**config.mk**
```make
export PLATFORM = sky130hd
export DESIGN_NAME = craps_controller
export DESIGN_NICKNAME = d
export VERILOG_FILES = /design/src/rtl/craps_controller.sv
export SDC_FILE = /design/constraint.sdc
export NUM_CORES = 1
export LEC_CHECK = 0
export ABC_CLOCK_PERIOD_IN_PS = 6700
export CAP_MARGIN = 20
export CORE_MARGIN = 2
export CORE_UTILIZATION = 57
export CTS_CLUSTER_DIAMETER = 120
export DETAILED_ROUTE_END_ITERATION = 10
export GPL_ROUTABILITY_DRIVEN = 0
export GPL_TIMING_DRIVEN = 0
export PLACE_DENSITY = 0.83
export SLEW_MARGIN = 20
export SYNTH_ARGS = -nofsm -noshare
export SYNTH_HDL_FRONTEND = slang
export SYNTH_SLANG_ARGS = --single-unit
```
**constraint.sdc**
```tcl
create_clock -name clock -period 6.7 [get_ports clock]
set_input_delay 1.34 -clock clock [delete_from_list [all_inputs] [get_ports clock]]
set_output_delay 1.34 -clock clock [all_outputs]
set_load 0.01 [all_outputs]
```
**src/rtl/craps_controller.sv**
```systemverilog
// Craps game controller: drives the shared roll enable of two dice, samples them
// after they settle, and tracks come-out / point rules across throws.
module craps_controller #(
    parameter int MIN_ROLL = 4,
    parameter int SETTLE   = 2
) (
    input  logic       clock,
    input  logic       reset,
    input  logic       button,
    input  logic [3:0] die_a,
    input  logic [3:0] die_b,
    output logic       roll,
    output logic [3:0] sum,
    output logic [3:0] point,
    output logic [7:0] rolls,
    output logic       win,
    output logic       lose,
    output logic       err
);

    typedef enum logic [2:0] {
        IDLE,
        ROLLING,
        SETTLING,
        EVAL,
        DONE,
        ERROR
    } state_t;

    localparam logic [7:0] MIN_ROLL_C  = 8'(MIN_ROLL);
    localparam logic [3:0] SETTLE_LAST = 4'(SETTLE - 1);

    state_t     state;
    logic       btn_q;
    logic [7:0] roll_cnt;
    logic [3:0] settle_cnt;
    logic       rise;
    logic [3:0] die_sum;
    logic       die_bad;

    assign rise    = button & ~btn_q;
    // Legal faces are 1..6, so the sum never exceeds 12 and fits in 4 bits.
    assign die_sum = die_a + die_b;
    assign die_bad = (die_a == 4'd0) || (die_a > 4'd6) ||
                     (die_b == 4'd0) || (die_b > 4'd6);

    // NOTE: all state uses non-blocking assignments so every register samples
    // the pre-edge values; reset is synchronous and checked first so it wins
    // over every state, including a throw in progress.
    always_ff @(posedge clock) begin
        if (!reset) begin
            state      <= IDLE;
            btn_q      <= 1'b0;
            roll_cnt   <= 8'd0;
            settle_cnt <= 4'd0;
            roll       <= 1'b0;
            sum        <= 4'd0;
            point      <= 4'd0;
            rolls      <= 8'd0;
            win        <= 1'b0;
            lose       <= 1'b0;
            err        <= 1'b0;
        end else begin
            btn_q <= button;
            case (state)
                IDLE: begin
                    if (rise) begin
                        roll     <= 1'b1;
                        roll_cnt <= 8'd1;
                        rolls    <= (rolls == 8'hFF) ? rolls : rolls + 8'd1;
                        state    <= ROLLING;
                    end
                end
                ROLLING: begin
                    // Roll lasts at least MIN_ROLL cycles, longer while the button is held.
                    if (!button && roll_cnt >= MIN_ROLL_C) begin
                        roll       <= 1'b0;
                        settle_cnt <= 4'd0;
                        state      <= SETTLING;
                    end else if (roll_cnt < MIN_ROLL_C) begin
                        roll_cnt <= roll_cnt + 8'd1;
                    end
                end
                SETTLING: begin
                    if (settle_cnt == SETTLE_LAST) begin
                        state <= EVAL;
                    end else begin
                        settle_cnt <= settle_cnt + 4'd1;
                    end
                end
                EVAL: begin
                    if (die_bad) begin
                        err   <= 1'b1;
                        state <= ERROR;
                    end else begin
                        sum <= die_sum;
                        if (point == 4'd0) begin
                            if (die_sum == 4'd7 || die_sum == 4'd11) begin
                                win   <= 1'b1;
                                state <= DONE;
                            end else if (die_sum == 4'd2 || die_sum == 4'd3 ||
                                         die_sum == 4'd12) begin
                                lose  <= 1'b1;
                                state <= DONE;
                            end else begin
                                point <= die_sum;
                                state <= IDLE;
                            end
                        end else if (die_sum == point) begin
                            win   <= 1'b1;
                            state <= DONE;
                        end else if (die_sum == 4'd7) begin
                            lose  <= 1'b1;
                            state <= DONE;
                        end else begin
                            state <= IDLE;
                        end
                    end
                end
                DONE: begin
                    // A rise here both clears the finished game and starts its first throw.
                    if (rise) begin
                        win      <= 1'b0;
                        lose     <= 1'b0;
                        point    <= 4'd0;
                        rolls    <= 8'd1;
                        roll     <= 1'b1;
                        roll_cnt <= 8'd1;
                        state    <= ROLLING;
                    end
                end
                ERROR: begin
                    roll <= 1'b0;
                end
                default: begin
                    state <= IDLE;
                end
            endcase
        end
    end

endmodule
```
==> flow_summary.yaml <==
timing:
  relSlewSlack: 0.562
  setup_viol: 0
  max_freq_mhz: 273
  rsz0062_at_grt: "no"
  fin_tns_setup_ns: 0
  tightest_slew_ns: 0.657
  drv_slew: 0
  fin_crit_sh: 0.547
  hold_violations: 0
  skew_ns: 0.00723
  holdWs_ns: 0.484
  period_minus_slack_ns: 3.67
clock_tree:
  clock-sinks: 36
  cts_tree: "yes"
  root_buffer: "clkbuf_4"
  h-tree-depth: 2
  path_clk_slew_ns: 0.11
  cts_setup_buffers: 0
  numCtsBuffers: 5
  postCtsHoldBufs: 0
  clockBufferDepth: 2
  cts_resized: 0
  clk-insertion-delay-late_ns: 0.33
setup_path:
  required_ns: 6.96
  crit_slowest_cell: "clkdlybuf4s50_1"
  r2r_slack_ns: 4.52
  reg2reg_from: "state[2]"
  cp-endpoint: "point[0]"
  cp_max_fo: 6
  r2r_cells: 7
  endpoint_kind: "flip-flop"
  start_kind: "primary input"
  slowest_delay_ns: 0.50
  worstSetupStartpoint: "die_a[0]"
  worstPathArrival_ns: 3.93
  worstPathCellList: "clkdlybuf4s50_1 -> ha_1 -> inv_1 -> fa_1 -> xor2_1 -> nor2_1 -> a211oi_1 -> o21ai_0 -> o211ai_4 -> mux2i_1"
  crit_family: "compound AO/OA/AOI/OAI gates"
  crit_type: "in -> reg"
  r2r-end: "point[0]"
  cp.depth: 10
  path_buf_inv: 2
layout:
  syn_to_final_growth_pct: 20.5
  antennaDiodeCount: 0
  fill_cells: 289
  multiInputGateArea_um2: 1220
  regArea_um2: 721
  drive_gt1_frac: 0.0672
  nNetsFinal: 287
detailed_routing:
  drt-initial-drc-count: 59
  dr.pass1.iters: 4
  vias_per_cell: 5.54
  vias: 1741
  final_antenna_net_count: 0
  totalWireLength_um: 3930
  drc: 0
  avgRoutedWirePerCell_um: 12.5
yosys:
  ys_warn_count: 0
  ys_seq_area_frac: 0.358
  synth-edff-count: 0
  synth_top_flop_cell: "dfxtp_1"
  ys_seq_elements: 36
  syn_inst: 230
  syn-num-nets: 250
  syn_area_per_cell_um2: 8.75
  synthesis.area_um2: 2010
  synth.distinct_cells: 48
  async_reset_ff_frac: 0
grt:
  grt_pass1_wl_um: 6910
  track_usage: 0.214
  grt_pass1_vias: 1614
  antenna_found_initial: 0
  grt_max_degree: 12
  overflow: 0
floorplanning:
  die_w_um: 63.4
  core_area_um2: 3360
  ios: 31
  die_y_um: 63.4
  dieArea_um2: 4020
  start_util: 0.598
  row_count: 21
power:
  vdd_drop_max_v: 0.000119
  p_per_area_nw_per_um2: 169
  p_leak_nw: 1.02
status:
  status: "completed"
placed_design:
  place.port_buffers: 30
  dp_hpwl_um: 3060
hold_path:
  hold_path_class: "reg -> reg"
  min_from: "roll_cnt[5]"
run:
  drv_cap: 0
-- worst min-delay path, delay by kind of cell (launching register included) --
family / cells / cell delay [ns]
compound gates: 1 / 0.04
flops: 1 / 0.35
simple gates: 1 / 0.07
-- power breakdown --
part	switching (W)	internal, W	total (W)
sequential	0.00000235	0.000217	0.000220
combinational	0.0000425	0.0000350	0.0000775
clock	0.0000693	0.0000421	0.000111
total	0.000114	0.000294	0.000409
-- worst min path at each step --
stage | end | slack (ns) | depth (start not counted)
after CTS | roll_cnt[5] | 0.49 | 2
after global routing | roll_cnt[6] | 0.51 | 1
final | roll_cnt[5] | 0.48 | 2
after global placement | err | 0.46 | 2
after floorplan | roll_cnt[5] | 0.43 | 2
after detailed placement | roll_cnt[5] | 0.46 | 2
-- synthesized netlist by cell type (all sizes together) (4+ instances only) --
library cell | number | share of area
o21ai | 9 | 0.022
buf | 5 | 0.012
and3 | 8 | 0.025
nor2 | 33 | 0.062
nor3 | 6 | 0.015
dfxtp | 36 | 0.36
inv | 11 | 0.021
a21oi | 12 | 0.030
xor2 | 10 | 0.044
nand3 | 7 | 0.017
xnor2 | 6 | 0.026
a211oi | 5 | 0.019
ha | 8 | 0.050
nand2 | 18 | 0.034
mux2i | 9 | 0.045
nand4 | 4 | 0.012
nand2b | 5 | 0.017
-- area by class of cell --
| cell class | count | share of cell area |
|---|---|---|
| sequential | 36 | 0.297 |
| tap | 46 | 0.0237 |
| inverter | 11 | 0.0170 |
| clock buffer | 7 | 0.0186 |
| timing repair buffer | 30 | 0.124 |
| multi-input combinational | 176 | 0.502 |
| clock inverter | 1 | 0.00361 |
| buffer | 7 | 0.0134 |
-- flip-flops by register name (all words and copies together) (netlist names), 3 cells and up --
signal and cells:
sum 4, rolls 8, point 4, roll_cnt 8, state 3, settle_cnt 4
-- layer usage --
metal	vias up	GRT usage	wire length, µm
met5	-	0	0
met4	0	0.0734	44
met3	6	0.0625	216
met2	43	0.322	1720
met1	800	0.292	1940
li1	892	-	-
-- layout by cell type (no fill, tap or decap), types with 6 or more instances in the layout --
cell type | netlist | final
dfxtp_1 | 36 | 36
nor2_1 | 33 | 33
clkdlybuf4s50_1 | 0 | 30
nand2_1 | 18 | 18
a21oi_1 | 12 | 12
inv_1 | 11 | 11
xor2_1 | 10 | 10
mux2i_1 | 9 | 9
and3_1 | 8 | 8
o21ai_0 | 8 | 8
ha_1 | 8 | 8
nand3_1 | 7 | 7
nor3_1 | 6 | 6
xnor2_1 | 6 | 6
-- per-stage QoR --
| step | instance area [µm²] | worst slack (ns) | power (W) | util | cells |
|---|---|---|---|---|---|
| 6_report | 2420 | 3.03 | 0.000409 | 0.721 | 314 |
| 5_1_grt | 2420 | 2.82 | 0.000431 | 0.721 | 314 |
| 4_1_cts | 2420 | 3.05 | 0.000411 | 0.721 | 314 |
| 3_5_place_dp | 2370 | 2.71 | 0.000301 | 0.705 | 306 |
| 3_3_place_gp | 2370 | 2.74 | 0.000300 | 0.705 | 306 |
| 2_1_floorplan | 2010 | 3.50 | 0.000279 | - | 230 |
-- kinds of logic (layout without fill, tap and decap cells) --
family,after synthesis,count (layout),synth area share
fa+ha+maj,9,9,0.0597
simple gates,95,95,0.239
buf+inv,18,56,0.0367
flops,36,36,0.358
mux,9,9,0.0448
compound gates,44,44,0.159
xor+xnor,19,19,0.103
Power figures use the tool's default switching activity.
